## src/rtl/mul_seq_ctrl_if.sv

```systemverilog
// Control/status bundle between the shift-add multiplier sequencer and its datapath.
interface mul_seq_ctrl_if #(
  parameter int unsigned WIDTH = 8
) ();
  localparam int unsigned CW = $clog2(WIDTH) + 1;

  logic          start;
  logic          q_lsb;
  logic          a_lsb;
  logic          add_cout;
  logic [1:0]    a_shift;
  logic          a_d0;
  logic          a_load_sel;
  logic [1:0]    q_shift;
  logic          q_d0;
  logic          m_load;
  logic          busy;
  logic          done;
  logic [CW-1:0] step_cnt;

  modport master (
    output start, q_lsb, a_lsb, add_cout,
    input  a_shift, a_d0, a_load_sel, q_shift, q_d0, m_load, busy, done, step_cnt
  );

  modport slave (
    input  start, q_lsb, a_lsb, add_cout,
    output a_shift, a_d0, a_load_sel, q_shift, q_d0, m_load, busy, done, step_cnt
  );
endinterface

```

## src/rtl/mul_seq_ctrl.sv

```systemverilog
// Sequencer for a shift-add unsigned multiplier: drives A/Q/M register controls,
// holds the adder carry between the add and shift cycles, and counts bit steps.
module mul_seq_ctrl #(
  parameter int unsigned WIDTH = 8
) (
  input  logic          clk,
  input  logic          resetn,
  mul_seq_ctrl_if.slave bus
);
  localparam int unsigned CW = $clog2(WIDTH) + 1;

  localparam logic [1:0] ShHold  = 2'b00;
  localparam logic [1:0] ShRight = 2'b01;
  localparam logic [1:0] ShLoad  = 2'b11;

  typedef enum logic [2:0] {StIdle, StLoad, StStep, StShift, StDone} state_e;

  state_e        state_q, state_d;
  logic          c_q, c_d;
  logic [CW-1:0] cnt_q, cnt_d;

  logic [1:0] a_shift, q_shift;
  logic       a_d0, a_load_sel, q_d0, m_load, busy, done;
  logic       last_step;

  assign last_step = (cnt_q == CW'(WIDTH - 1));

  always_ff @(posedge clk) begin
    if (!resetn) begin
      state_q <= StIdle;
      c_q     <= 1'b0;
      cnt_q   <= '0;
    end else begin
      state_q <= state_d;
      c_q     <= c_d;
      cnt_q   <= cnt_d;
    end
  end

  always_comb begin
    state_d    = state_q;
    c_d        = c_q;
    cnt_d      = cnt_q;
    a_shift    = ShHold;
    q_shift    = ShHold;
    a_d0       = 1'b0;
    a_load_sel = 1'b0;
    q_d0       = 1'b0;
    m_load     = 1'b0;
    busy       = 1'b0;
    done       = 1'b0;

    unique case (state_q)
      StIdle: begin
        if (bus.start) state_d = StLoad;
      end
      StLoad: begin
        busy    = 1'b1;
        a_shift = ShLoad;
        q_shift = ShLoad;
        m_load  = 1'b1;
        c_d     = 1'b0;
        cnt_d   = '0;
        state_d = StStep;
      end
      StStep: begin
        busy = 1'b1;
        if (bus.q_lsb) begin
          a_shift    = ShLoad;
          a_load_sel = 1'b1;
          c_d        = bus.add_cout;
          state_d    = StShift;
        end else begin
          a_shift = ShRight;
          q_shift = ShRight;
          q_d0    = bus.a_lsb;
          cnt_d   = cnt_q + CW'(1);
          state_d = last_step ? StDone : StStep;
        end
      end
      StShift: begin
        // Carry saved from the add cycle becomes the new A[msb].
        busy    = 1'b1;
        a_shift = ShRight;
        a_d0    = c_q;
        q_shift = ShRight;
        q_d0    = bus.a_lsb;
        c_d     = 1'b0;
        cnt_d   = cnt_q + CW'(1);
        state_d = last_step ? StDone : StStep;
      end
      StDone: begin
        done    = 1'b1;
        state_d = StIdle;
      end
      default: state_d = StIdle;
    endcase
  end

  assign bus.a_shift    = a_shift;
  assign bus.a_d0       = a_d0;
  assign bus.a_load_sel = a_load_sel;
  assign bus.q_shift    = q_shift;
  assign bus.q_d0       = q_d0;
  assign bus.m_load     = m_load;
  assign bus.busy       = busy;
  assign bus.done       = done;
  assign bus.step_cnt   = cnt_q;
endmodule

```

## src/flat_wrapper.sv

```systemverilog
// flat-port wrapper written by rule: the top's interface ports become plain ports
module mul_seq_ctrl_flat 
#(
  parameter int unsigned WIDTH = 8
)
  (clk, resetn, bus_start, bus_q_lsb, bus_a_lsb, bus_add_cout, bus_a_shift, bus_a_d0, bus_a_load_sel, bus_q_shift, bus_q_d0, bus_m_load, bus_busy, bus_done, bus_step_cnt);
  mul_seq_ctrl_if #(.WIDTH(WIDTH)) bus_i ();
  input  logic clk;
  input  logic resetn;
  input wire logic [$bits(bus_i.start)-1:0] bus_start;
  input wire logic [$bits(bus_i.q_lsb)-1:0] bus_q_lsb;
  input wire logic [$bits(bus_i.a_lsb)-1:0] bus_a_lsb;
  input wire logic [$bits(bus_i.add_cout)-1:0] bus_add_cout;
  output wire logic [$bits(bus_i.a_shift)-1:0] bus_a_shift;
  output wire logic [$bits(bus_i.a_d0)-1:0] bus_a_d0;
  output wire logic [$bits(bus_i.a_load_sel)-1:0] bus_a_load_sel;
  output wire logic [$bits(bus_i.q_shift)-1:0] bus_q_shift;
  output wire logic [$bits(bus_i.q_d0)-1:0] bus_q_d0;
  output wire logic [$bits(bus_i.m_load)-1:0] bus_m_load;
  output wire logic [$bits(bus_i.busy)-1:0] bus_busy;
  output wire logic [$bits(bus_i.done)-1:0] bus_done;
  output wire logic [$bits(bus_i.step_cnt)-1:0] bus_step_cnt;
  assign bus_i.start = bus_start;
  assign bus_i.q_lsb = bus_q_lsb;
  assign bus_i.a_lsb = bus_a_lsb;
  assign bus_i.add_cout = bus_add_cout;
  assign bus_a_shift = bus_i.a_shift;
  assign bus_a_d0 = bus_i.a_d0;
  assign bus_a_load_sel = bus_i.a_load_sel;
  assign bus_q_shift = bus_i.q_shift;
  assign bus_q_d0 = bus_i.q_d0;
  assign bus_m_load = bus_i.m_load;
  assign bus_busy = bus_i.busy;
  assign bus_done = bus_i.done;
  assign bus_step_cnt = bus_i.step_cnt;
  mul_seq_ctrl #(.WIDTH(WIDTH)) u_core (.clk(clk), .resetn(resetn), .bus(bus_i));
endmodule
```

## config.mk

```make
export PLATFORM = sky130hd
export DESIGN_NAME = mul_seq_ctrl_flat
export DESIGN_NICKNAME = d
export VERILOG_FILES = /design/src/rtl/mul_seq_ctrl_if.sv /design/src/rtl/mul_seq_ctrl.sv /design/src/flat_wrapper.sv
export SDC_FILE = /design/constraint.sdc
export NUM_CORES = 1
export LEC_CHECK = 0
export CAP_MARGIN = 20
export CORE_AREA = 4 4 41 43
export DETAILED_ROUTE_END_ITERATION = 12
export DIE_AREA = 0 0 45 47
export PLACE_DENSITY = 0.69
export SETUP_SLACK_MARGIN = 0.1
export SLEW_MARGIN = 25
export SYNTH_ARGS = -nofsm -noshare
export SYNTH_HDL_FRONTEND = slang
export SYNTH_SLANG_ARGS = --single-unit
export TNS_END_PERCENT = 20
```

## constraint.sdc

```tcl
create_clock -name clk -period 2.1 [get_ports clk]
set_clock_uncertainty 0.15 [all_clocks]
set_input_delay 0.42 -clock clk [delete_from_list [all_inputs] [get_ports clk]]
set_output_delay 0.42 -clock clk [all_outputs]
set_load 0.01 [all_outputs]
```

# Word-level counts from Yosys, hierarchy flattened

Cells that the tools add are included.

Output and inout port bits: 14
Flip-flop bits (word level): 8
Logic and storage cells: 39

Muxes and demuxes: 20
Reduce and logical (&&, ||, !) cells: 7
$add $sub $neg: 1
Equal/unequal tests: 8

Operators by type and width:

| kind                  | number |
|---|---|
| $pmux W2 S3           | 2 |
| $pmux W3 S4           | 1 |
| $pmux W4 S3           | 1 |
| $mux W1               | 9 |
| $mux W3               | 3 |
| $eq A3 B2 Y1 const B  | 2 |
| $ne A2 B2 Y1 const B  | 3 |
| $add A4 B1 Y4 const B | 1 |
| $eq A4 B3 Y1 const B  | 1 |
| $mux W4               | 1 |
| $pmux W1 S2           | 2 |
| $reduce_and A2 Y1     | 2 |
| $eq A3 B1 Y1 const B  | 1 |
| $eq A3 B3 Y1 const B  | 1 |
| $logic_not A3 Y1      | 1 |
| $reduce_bool A3 Y1    | 1 |
| $reduce_or A3 Y1      | 1 |
| $mux W2               | 1 |
| $reduce_bool A2 Y1    | 1 |
| $reduce_or A2 Y1      | 1 |

# Depth between registers and ports, before layout

Gate-level depths: netlist of the first run.

Word-level depth: 4
Mapped depth: 6
Mapped depth without buffers: 4

# Worst setup path after synthesis of the first run

No wires, ideal clock.

Path type: reg2out
Start: register u_core.state_q[2]
End: output bus_a_shift[1]
Required time: 1.530 ns
Data arrival time: 1.124 ns
Cell stages (with the launch flop): 7
Slack: 0.406 ns
Path buffers: 2
Path through: dfxtp_1 > buf_4 > or3b_1 > buf_6 > clkinv_2 > a31oi_2 > inv_1

Cells in the longest elaborated chain, start to end: 2
Elaborated cells between the ends (all ways): 4
Classes of those cells: eq/ne (3); mux (1)

RTL lines:

| what                                         | RTL line           | source |
|---|---|---|
| start, declared                              | mul_seq_ctrl.sv:18 | `state_e state_q, state_d;` |
| start signal, assigned                       | mul_seq_ctrl.sv:30 | `state_q <= StIdle;` |
| start signal, assigned                       | mul_seq_ctrl.sv:34 | `state_q <= state_d;` |
| $eq A3 B2 Y1 or $eq A3 B1 Y1 (tied branches) | mul_seq_ctrl.sv:53 | `unique case (state_q)` |
| $pmux W2 S3 *                                | mul_seq_ctrl.sv:53 |  |
| end, declared                                | flat_wrapper.sv:14 | `output wire logic [$bits(bus_i.a_shift)-1:0] bus_a_shift;` |

Every way passes the cells marked *; elsewhere a longest branch is shown, timed or not.

# Final worst setup path of the first run

Start: input bus_q_lsb
End: output bus_a_shift[1]

Cells in the longest elaborated chain, start to end: 2

RTL lines:

| what            | RTL line           | source |
|---|---|---|
| start, declared | flat_wrapper.sv:11 | `input wire logic [$bits(bus_i.q_lsb)-1:0] bus_q_lsb;` |
| $mux W2         | mul_seq_ctrl.sv:68 | `if (bus.q_lsb) begin` |
| $pmux W2 S3     | mul_seq_ctrl.sv:53 |  |

No other way between the ends.

==> results of run 1 <==
-- power breakdown --
group / total [W] / switching (W) / internal (W)
registers: 0.000171 / 0.00000845 / 0.000162
logic: 0.000197 / 0.0000915 / 0.000105
clock network: 0.000118 / 0.0000527 / 0.0000654
-- metrics by stage --
stage,instance area [sq um],util (%)
after floorplan,479,-
after global placement,739,56.8
after detailed placement,739,56.8
after CTS,776,59.6
after global routing,778,59.8
final,778,59.8
-- repair_timing --
item | in CTS | in global routing
hold endpoints to repair | 0 | 0
endpoints found under the setup margin | 10 | 4
hold buffers | 0 | 0
resized for setup | 26 | 1
pin swaps | 2 | 0
setup buffers | 1 | 0
-- worst max-delay path, cell delays in order --
cell             delay (ns)
clkdlybuf4s50_1        0.43
buf_6                  0.14
a31oi_4                0.15
inv_1                  0.05
clkdlybuf4s15_2        0.22
-- worst paths after layout --
kind                                 end  slack (ns)         startpoint
setup / recovery          bus_a_shift[1]        0.12          bus_q_lsb
hold / removal                u_core.c_q        0.30         u_core.c_q
setup reg to reg  u_core.bus.step_cnt[3]        0.69  u_core.state_q[1]
hold reg to reg               u_core.c_q        0.30         u_core.c_q
-- cell families after synthesis --
family	after synthesis	share of synthesized area [%]
fa+ha+maj	1	2.61
buf+inv	11	12.3
flops	8	33.4
mux	3	6.27
simple gates	26	29.5
compound gates	11	15.9
-- layout by cell type (no fill, tap or decap), drive strengths merged --
cell type | netlist | final
buf | 4 | 15
nand2 | 4 | 4
or3b | 1 | 1
and3 | 1 | 1
dfxtp | 8 | 8
nand3 | 5 | 5
dlygate4sd2 | 0 | 4
ha | 1 | 1
o22ai | 1 | 1
o311ai | 1 | 1
a21oi | 4 | 4
o21ai | 2 | 2
a211oi | 2 | 2
clkinv | 1 | 1
and2b | 1 | 1
nor3 | 2 | 2
clkdlybuf4s15 | 0 | 1
clkbuf | 0 | 3
a31oi | 1 | 1
dlymetal6s2s | 0 | 1
clkdlybuf4s50 | 0 | 10
nor2 | 5 | 5
mux2i | 3 | 3
nand2b | 2 | 2
inv | 6 | 6
nand3b | 5 | 5
-- registers in the layout (all words and copies together), names as in the netlist --
signal	count
u_core.state_q	3
u_core.bus.step_cnt	4
u_core.c_q	1
-- layout make-up --
class | count | share of cell area, %
Multi-Input combinational cell | 41 | 36.0
Timing Repair Buffer | 31 | 34.4
Sequential cell | 8 | 20.7
Inverter | 7 | 3.54
Clock buffer | 3 | 2.89
Tap cell | 15 | 2.41
-- per-layer routing --
layer	vias to the layer above	track usage [%]	share of wire [%]
li1	270	-	-
met1	221	14.2	44
met2	16	23.4	48
met3	4	2.68	6.5
met4	0	7.02	1.2
met5	-	0	0
==> key figures, run 1 <==
Clocking
  • CTS buffer count: 3
  • CTS tree: done
  • Maximum clock path buffer count: 2
  • Worst-path clk slew: 0.05 ns
  • H-tree depth: 1
  • Clock sinks: 8
  • Root Buffer: clkbuf_4
  • Skew-Pair Late Insertion Delay: 0.25 ns

Placement
  • Place WS: -0.247 ns
  • Cells after DPL: 101
  • Final HPWL DP: 961 um
  • Gpl congestion: 0.790
  • Port buffer count: 19

STA
  • Final setup viols: 0
  • Unrepaired setup endpoints after global routing: yes
  • Final worst-path cycle share: 94.4%
  • Final min period: 1.98 ns
  • Fin. Hold Viols: 0
  • Hold WS: 0.296 ns
  • TNS Setup: 0 ns
  • Worst-margin pin slew: 0.524 ns
  • Relative slew margins: 64.5%
  • Final slew viol count: 0
  • Worst setup margin: 0.118 ns
  • Peak Freq: 0.505 GHz

Synth
  • Synth area leaders: dfxtp_1 (33%), nand3b_1 (7.8%), mux2i_1 (6.3%), nand3_1 (5.2%), inv_1 (3.9%)
  • Yosys warnings: 0
  • Post-synth EDFFs: 0
  • Post-synthesis area per instance: 7.99 sq um
  • Distinct cells, synth: 26
  • Synth top cells by count: dfxtp_1 (8), inv_1 (5), nand3_1 (5), nand3b_1 (5), nor2_1 (5)
  • Largest area contributor in the netlist: dfxtp_1
  • Post-Syn Nets: 67
  • Post-Synthesis Cell Area: 479 sq um
  • Sequential share of the synthesized area: 33.4%
  • Post-synth ARST share: 0%
  • Yosys top cell area share: 33.4%
  • Synth Instances: 60
  • Count leader, synth: dfxtp_1
  • Synth Register Bits: 8
  • Ys flop type: dfxtp_1

Floorplanning
  • Die area: 2120 sq um
  • Starting Density: 36.8%
  • Core area: 1300 sq um
  • IO Pins: 20
  • Die Wd: 45 um
  • Die height: 47 um
  • FP Rows: 13

GRT
  • First-pass GRT wire length: 1.97 mm
  • Grt total ovfl: 0
  • Largest net degree at the start of global routing: 10
  • Initial antenna violation count: 0
  • All-Layer GR Usage: 13.0%
  • Vias in the first global route: 498

Finish
  • Nets: 99
  • Share of cells above drive strength 1: 31.1%
  • ANT cells: 0
  • Footprint of the multi-input gates: 280 sq um
  • Post-route insts no fill: 105
  • Layout area overhead: 62.4%
  • Filler instances: 140
  • Flip-flop and latch area: 161 sq um

Routing
  • Routed Antenna Nets: 0
  • TritonRoute pass-1 iters: 3
  • DRC Markers: 0
  • Final wirelength: 1.23 mm
  • DR iter-0 viols: 3
  • Via Count: 511
  • Vias per cell: 4.87
  • Drt wl/cell: 11.7 um

Setup path
  • Reg2Reg Depth: 5
  • WP data arrival: 1.41 ns
  • Critical Path Fanout Max: 4
  • Crit path kind: in2out
  • CP required: 1.53 ns
  • Crit start category: primary input
  • Crit. End Element: output port

Min path
  • Hold Path Stages: 2
  • HP Class: reg2reg

Power
  • Power density over the cells: 624 nW/um^2
  • VDD IR-drop max: 0.333 mV
  • Leak pwr: 0.355 nW
  • Total Power: 0.000486 W

Status
  • Status: finished, final reports clean

Run
  • Max-cap viol count: 0
(Power assumes the default switching activity.)
==> run 2, diff against run 1 <==
- ABC_CLOCK_PERIOD_IN_PS: not set -> 2100
==> results of run 2 <==
The final DEF is identical to that of run 1; final timing and power are the same.
